===== src/rtl/sfp_status_led.sv =====
// Per-channel SFP link/activity status engine driving the board status LEDs.
// Each channel runs a small link FSM; a shared tick divider feeds activity
// stretch, flap hold and the slow/fast blink phases.
//
//   state      | meaning
//   -----------+-----------------------------------------------------------
//   ST_DOWN    | link down and hold window expired, LED off
//   ST_UP_IDLE | link up, no recent traffic, LED steady on
//   ST_UP_ACT  | link up, traffic seen within the stretch window, LED fast blink
//   ST_FLAP    | link just dropped, hold window running, LED slow blink

module sfp_status_led #(
    parameter int SFP_COUNT     = 2,
    parameter int LED_COUNT     = 4,
    parameter int TICK_DIV      = 100000,
    parameter int STRETCH_TICKS = 50,
    parameter int BLINK_TICKS   = 250,
    parameter int HOLD_TICKS    = 1000,
    parameter int DROP_CNT_W    = 8
) (
    input  logic                            sysclk_100m,
    input  logic                            sys_reset_n,
    input  logic [SFP_COUNT-1:0]            link_up,
    input  logic [SFP_COUNT-1:0]            rx_act,
    input  logic [SFP_COUNT-1:0]            tx_act,
    input  logic [1:0]                      led_mode,
    input  logic                            clr_drop,
    output logic [LED_COUNT-1:0]            sleds,
    output logic                            any_link_up,
    output logic [SFP_COUNT*DROP_CNT_W-1:0] link_drop_cnt
);

    localparam int TICK_W     = (TICK_DIV > 1) ? $clog2(TICK_DIV) : 1;
    localparam int FAST_TICKS = (BLINK_TICKS / 4 > 1) ? BLINK_TICKS / 4 : 1;
    localparam int BLINK_W    = $clog2(BLINK_TICKS + 1);
    localparam int TMR_MAX    = (STRETCH_TICKS > HOLD_TICKS) ? STRETCH_TICKS : HOLD_TICKS;
    localparam int TMR_W      = $clog2(TMR_MAX + 1);
    localparam int LED_CH     = (SFP_COUNT < LED_COUNT) ? SFP_COUNT : LED_COUNT;

    typedef enum logic [1:0] {
        ST_DOWN    = 2'd0,
        ST_UP_IDLE = 2'd1,
        ST_UP_ACT  = 2'd2,
        ST_FLAP    = 2'd3
    } ch_state_t;

    logic [TICK_W-1:0]     tick_cnt_q;
    logic                  tick;
    logic [BLINK_W-1:0]    slow_cnt_q;
    logic [BLINK_W-1:0]    fast_cnt_q;
    logic                  slow_q;
    logic                  fast_q;

    logic [SFP_COUNT-1:0]  sync_q;
    logic [SFP_COUNT-1:0]  lu_s_q;
    logic [SFP_COUNT-1:0]  lu_prev_q;
    logic [SFP_COUNT-1:0]  drop;
    logic [SFP_COUNT-1:0]  act;

    ch_state_t             state_q    [SFP_COUNT];
    logic [TMR_W-1:0]      tmr_q      [SFP_COUNT];
    logic [DROP_CNT_W-1:0] drop_cnt_q [SFP_COUNT];

    logic                  alarm;
    logic [LED_COUNT-1:0]  sleds_d;
    logic [LED_COUNT-1:0]  sleds_q;
    logic                  any_q;

    assign tick = (tick_cnt_q == TICK_W'(TICK_DIV - 1));
    assign act  = rx_act | tx_act;
    assign drop = lu_prev_q & ~lu_s_q;

    always_ff @(posedge sysclk_100m or negedge sys_reset_n) begin
        if (!sys_reset_n) begin
            tick_cnt_q <= '0;
        end else if (tick) begin
            tick_cnt_q <= '0;
        end else begin
            tick_cnt_q <= tick_cnt_q + TICK_W'(1);
        end
    end

    always_ff @(posedge sysclk_100m or negedge sys_reset_n) begin
        if (!sys_reset_n) begin
            slow_cnt_q <= '0;
            fast_cnt_q <= '0;
            slow_q     <= 1'b0;
            fast_q     <= 1'b0;
        end else if (tick) begin
            if (slow_cnt_q == BLINK_W'(BLINK_TICKS - 1)) begin
                slow_cnt_q <= '0;
                slow_q     <= ~slow_q;
            end else begin
                slow_cnt_q <= slow_cnt_q + BLINK_W'(1);
            end
            if (fast_cnt_q == BLINK_W'(FAST_TICKS - 1)) begin
                fast_cnt_q <= '0;
                fast_q     <= ~fast_q;
            end else begin
                fast_cnt_q <= fast_cnt_q + BLINK_W'(1);
            end
        end
    end

    // lu_prev_q resets low so a channel that comes out of reset down never
    // registers a phantom drop.
    always_ff @(posedge sysclk_100m or negedge sys_reset_n) begin
        if (!sys_reset_n) begin
            sync_q    <= '0;
            lu_s_q    <= '0;
            lu_prev_q <= '0;
        end else begin
            sync_q    <= link_up;
            lu_s_q    <= sync_q;
            lu_prev_q <= lu_s_q;
        end
    end

    // One timer per channel serves as stretch counter in ST_UP_ACT and as
    // hold counter in ST_FLAP; the two are never live at once.
    always_ff @(posedge sysclk_100m or negedge sys_reset_n) begin
        if (!sys_reset_n) begin
            for (int i = 0; i < SFP_COUNT; i++) begin
                state_q[i] <= ST_DOWN;
                tmr_q[i]   <= '0;
            end
        end else begin
            for (int i = 0; i < SFP_COUNT; i++) begin
                case (state_q[i])
                    ST_DOWN: begin
                        if (lu_s_q[i]) begin
                            state_q[i] <= ST_UP_IDLE;
                        end
                    end
                    ST_UP_IDLE: begin
                        if (!lu_s_q[i]) begin
                            state_q[i] <= ST_FLAP;
                            tmr_q[i]   <= TMR_W'(HOLD_TICKS);
                        end else if (act[i]) begin
                            state_q[i] <= ST_UP_ACT;
                            tmr_q[i]   <= TMR_W'(STRETCH_TICKS);
                        end
                    end
                    ST_UP_ACT: begin
                        if (!lu_s_q[i]) begin
                            state_q[i] <= ST_FLAP;
                            tmr_q[i]   <= TMR_W'(HOLD_TICKS);
                        end else if (act[i]) begin
                            tmr_q[i]   <= TMR_W'(STRETCH_TICKS);
                        end else if (tick) begin
                            if (tmr_q[i] <= TMR_W'(1)) begin
                                state_q[i] <= ST_UP_IDLE;
                                tmr_q[i]   <= '0;
                            end else begin
                                tmr_q[i]   <= tmr_q[i] - TMR_W'(1);
                            end
                        end
                    end
                    ST_FLAP: begin
                        if (lu_s_q[i]) begin
                            state_q[i] <= ST_UP_IDLE;
                            tmr_q[i]   <= '0;
                        end else if (tick) begin
                            if (tmr_q[i] <= TMR_W'(1)) begin
                                state_q[i] <= ST_DOWN;
                                tmr_q[i]   <= '0;
                            end else begin
                                tmr_q[i]   <= tmr_q[i] - TMR_W'(1);
                            end
                        end
                    end
                    default: begin
                        state_q[i] <= ST_DOWN;
                        tmr_q[i]   <= '0;
                    end
                endcase
            end
        end
    end

    always_ff @(posedge sysclk_100m or negedge sys_reset_n) begin
        if (!sys_reset_n) begin
            for (int i = 0; i < SFP_COUNT; i++) begin
                drop_cnt_q[i] <= '0;
            end
        end else begin
            for (int i = 0; i < SFP_COUNT; i++) begin
                if (clr_drop) begin
                    drop_cnt_q[i] <= drop[i] ? DROP_CNT_W'(1) : '0;
                end else if (drop[i] && (drop_cnt_q[i] != '1)) begin
                    drop_cnt_q[i] <= drop_cnt_q[i] + DROP_CNT_W'(1);
                end
            end
        end
    end

    always_comb begin
        alarm = 1'b0;
        for (int i = 0; i < SFP_COUNT; i++) begin
            if ((state_q[i] == ST_DOWN) || (state_q[i] == ST_FLAP)) begin
                alarm = 1'b1;
            end
        end
    end

    always_comb begin
        sleds_d = '0;
        case (led_mode)
            2'd0: begin
                for (int i = 0; i < LED_CH; i++) begin
                    case (state_q[i])
                        ST_UP_IDLE: sleds_d[i] = 1'b1;
                        ST_UP_ACT:  sleds_d[i] = fast_q;
                        ST_FLAP:    sleds_d[i] = slow_q;
                        default:    sleds_d[i] = 1'b0;
                    endcase
                end
                // Spare top LED doubles as a heartbeat.
                if (LED_COUNT > SFP_COUNT) begin
                    sleds_d[LED_COUNT-1] = slow_q;
                end
            end
            2'd1:    sleds_d = alarm ? {LED_COUNT{slow_q}} : {LED_COUNT{1'b1}};
            2'd2:    sleds_d = {LED_COUNT{1'b1}};
            default: sleds_d = '0;
        endcase
    end

    always_ff @(posedge sysclk_100m or negedge sys_reset_n) begin
        if (!sys_reset_n) begin
            sleds_q <= '0;
            any_q   <= 1'b0;
        end else begin
            sleds_q <= sleds_d;
            any_q   <= |lu_s_q;
        end
    end

    assign sleds       = sleds_q;
    assign any_link_up = any_q;

    for (genvar g = 0; g < SFP_COUNT; g++) begin : g_drop_cnt
        assign link_drop_cnt[g*DROP_CNT_W +: DROP_CNT_W] = drop_cnt_q[g];
    end

endmodule


===== config.mk =====
export PLATFORM = sky130hd
export DESIGN_NAME = sfp_status_led
export DESIGN_NICKNAME = d
export VERILOG_FILES = /design/src/rtl/sfp_status_led.sv
export SDC_FILE = /design/constraint.sdc
export NUM_CORES = 1
export LEC_CHECK = 0
export ABC_CLOCK_PERIOD_IN_PS = 4850
export CAP_MARGIN = 20
export CORE_ASPECT_RATIO = 1.1
export CORE_MARGIN = 1.5
export CORE_UTILIZATION = 55
export DETAILED_ROUTE_END_ITERATION = 12
export HOLD_SLACK_MARGIN = 0.15
export PLACE_DENSITY = 0.79
export SLEW_MARGIN = 20
export SYNTH_ARGS = -nofsm -noshare
export SYNTH_HDL_FRONTEND = slang
export SYNTH_SLANG_ARGS = --single-unit
export TNS_END_PERCENT = 100

===== constraint.sdc =====
create_clock -name sysclk_100m -period 4.85 [get_ports sysclk_100m]
set_input_delay 1.2125 -clock sysclk_100m [delete_from_list [all_inputs] [get_ports sysclk_100m]]
set_output_delay 1.2125 -clock sysclk_100m [all_outputs]
set_load 0.02 [all_outputs]

==> flow_metrics.py <==
metrics = {
    "floorplanning": {
        "core_mm2": 0.008452,
        "start_util_pct": 56.97,
        "die_w_um": 92.21,
        "die_h_um": 101.1,
        "rows": 35,
        "die-area_mm2": 0.009325,
        "boundaryPins": 32,
    },
    "place": {
        "place_ws_ns": 1.497,
        "place_congestion": 0.8502,
        "post-dp-hpwl_um": 7104,
        "port_buffers": 31,
        "dp.cells": 647,
    },
    "sta": {
        "relSlewSlack_pct": 43.42,
        "finalSetupViolCount": 0,
        "final.period_utilization_pct": 64.07,
        "grt_setup_unrepaired": "no",
        "setup_ws_ns": 1.743,
        "tightestPinTransition_ns": 0.8455,
        "min_period_ns": 3.107,
        "hold_viol_final": 0,
        "skew_ns": 0.01226,
        "clock.fmax_ghz": 0.3218,
        "maxSlewViolCount": 0,
        "fin_setup_tns_ns": 0,
    },
    "pwr": {
        "ir_drop_uv": 183.5,
        "power.density_mw_per_mm2": 413.2,
        "p_leak_nw": 2.296,
    },
    "worst_setup_path": {
        "worstSetupPathType": "primary input to register",
        "cp.required_ns": 5.09,
        "r2r_slack_ns": 2.14,
        "crit_path_max_fanout": 12,
        "start_kind": "primary input",
        "cp-end-kind": "register",
        "cp.arrival_ns": 3.35,
    },
    "logic_synthesis": {
        "synth-main-ff-cell": "dfrtp_1",
        "yosys-top-cells-area": "dfrtp_1, ha_1, a21oi_1, o21ai_0, nor2_1",
        "synth_edf_count": 0,
        "synth_top_cell_by_area": "dfrtp_1",
        "ys_ff_latch": 86,
        "yosys_warnings": 0,
        "syn-cell-area_mm2": 0.004815,
        "synthArstFlopShare_pct": 100.0,
        "syn_nets": 551,
        "syn_area_per_cell_um2": 9.349,
        "synth.top_cell.area_share_pct": 44.70,
        "synth_cells": 515,
        "synth.distinct_cells": 61,
        "seq_area_frac_synth_pct": 44.70,
    },
    "min_path": {
        "min_path_type": "register to register",
    },
    "clock_tree": {
        "htree_levels": 3,
        "clk_pin_slew_ns": 0.09,
        "clock-sinks": 86,
        "cts_made_buffers": 9,
        "cts-root-buf": "clkbuf_8",
        "postCtsSetupRepairBufs": 0,
        "cts_tree": "built",
        "cts_buffer_depth": 2,
        "clkLatencyLatePin_ns": 0.35,
        "hold_buffers": 0,
        "cts_resized": 0,
    },
    "route": {
        "vias_per_cell": 6.068,
        "vias": 4023,
        "antenna_left": 0,
        "drt_pre_antenna_iters": 5,
        "drt_iter0_drc": 287,
        "routed_wl_um": 10070,
        "wl_per_cell_um": 15.18,
        "drc": 0,
    },
    "final_layout": {
        "nFillCells": 676,
        "syn_to_final_growth_pct": 13.20,
        "drive_gt1_share_pct": 5.254,
        "final_cell_mix": "dfrtp_1, nor2_1, nand2_1, a21oi_1, o21ai_0",
        "mostFrequentLayoutCell": "dfrtp_1",
        "fin_nets": 583,
        "antenna_cells": 0,
        "instances_no_fill": 663,
    },
    "grt": {
        "track_usage_pct": 23.61,
        "grt_pass1_wl_um": 17860,
        "grt_antenna_before_repair": 0,
        "grt_pass1_vias": 4001,
        "grt_overflow": 0,
        "grt_max_degree": 62,
    },
    "flow_run": {
        "max_cap_violations": 0,
    },
    "run_status": {
        "status": "complete, no violations",
    },
}
==> registers in the layout, indices dropped and copies added, names as in the netlist <==
signal / flops
any_link_up: 1
fast_cnt_q: 8
link_drop_cnt: 16
lu_prev_q: 2
state_q: 4
tmr_q: 20
sleds: 4
slow_q: 1
tick_cnt_q: 17
slow_cnt_q: 8
fast_q: 1
sync_q: 2
lu_s_q: 2
==> metrics by stage <==
step / total power [mW] / area [um^2] / util (%) / hold WS [ns]
5_1_grt: 2.396 / 5450 / 64.49 / 0.3818
2_1_floorplan: 1.505 / 4815 / - / 0.3312
4_1_cts: 2.250 / 5450 / 64.49 / 0.3696
3_5_place_dp: 1.700 / 5243 / 62.03 / 0.3496
6_report: 2.252 / 5450 / 64.49 / 0.3690
3_3_place_gp: 1.666 / 5243 / 62.03 / 0.3370
==> worst max-delay path: stages <==
cell and delay, ns:
clkdlybuf4s50_1 0.51, nor4bb_1 0.09, nor2_1 0.65, nand2_1 0.41
o21a_1 0.29, o22a_1 0.18
==> report_power, final <==
part	switching [mW]	leakage, nW	internal [mW]
combinational	0.446	1.08	0.340
clock	0.249	0.102	0.293
sequential	0.106	1.12	0.818
==> worst paths after layout <==
check / start / cells past startpoint / endpoint
min in group asynchronous: sys_reset_n / 1 / link_drop_cnt[10]$_DFFE_PN0P_
max: rx_act[0] / 6 / tmr_q[17]$_DFFE_PN0P_
min reg2reg: sync_q[1]$_DFF_PN0_ / 0 / lu_s_q[1]$_DFF_PN0_
max reg2reg: tick_cnt_q[6]$_DFF_PN0_ / 6 / state_q[3]$_DFFE_PN0P_
min: sync_q[1]$_DFF_PN0_ / 0 / lu_s_q[1]$_DFF_PN0_
max in group asynchronous: sys_reset_n / 2 / link_drop_cnt[1]$_DFFE_PN0P_
==> metal layers <==
| layer | vias to the layer above | GRT usage, % | routed length, um |
|---|---|---|---|
| met4 | 0 | 6.627 | 105 |
| li1 | 1942 | - | - |
| met5 | - | 0 | 0 |
| met3 | 13 | 5.180 | 486 |
| met2 | 117 | 42.96 | 5068 |
| met1 | 1951 | 28.24 | 4405 |
==> kinds of logic (layout without fill, tap and decap cells) <==
family	after synthesis	in the layout	synth area share, %
compound gates	137	137	18.04
xor+xnor	24	24	4.366
fa+ha+maj	25	25	6.497
buf+inv	34	71	2.703
flops	86	86	44.70
mux	7	7	1.481
simple gates	202	202	22.22
==> cell usage after synthesis (11+ instances only) <==
cell type   n
nor3_1     18
xnor2_1    13
a21oi_1    38
clkbuf_1   11
nand4_1    11
nor2b_1    12
o21ai_0    36
inv_1      20
nand2_1    40
dfrtp_1    86
xor2_1     11
ha_1       25
nand3_1    24
nor2_1     45
==> area by class of cell <==
type	instances	area, um^2	share of cell area, %
Clock buffer	13	138.9	2.548
Clock inverter	3	68.82	1.263
Inverter	20	75.07	1.377
Multi-Input combinational cell	395	2539	46.58
Sequential cell	86	2152	39.49
Tap cell	111	138.9	2.548
Timing Repair Buffer	35	337.8	6.198
Note: power is estimated with default switching activity, not from simulation.
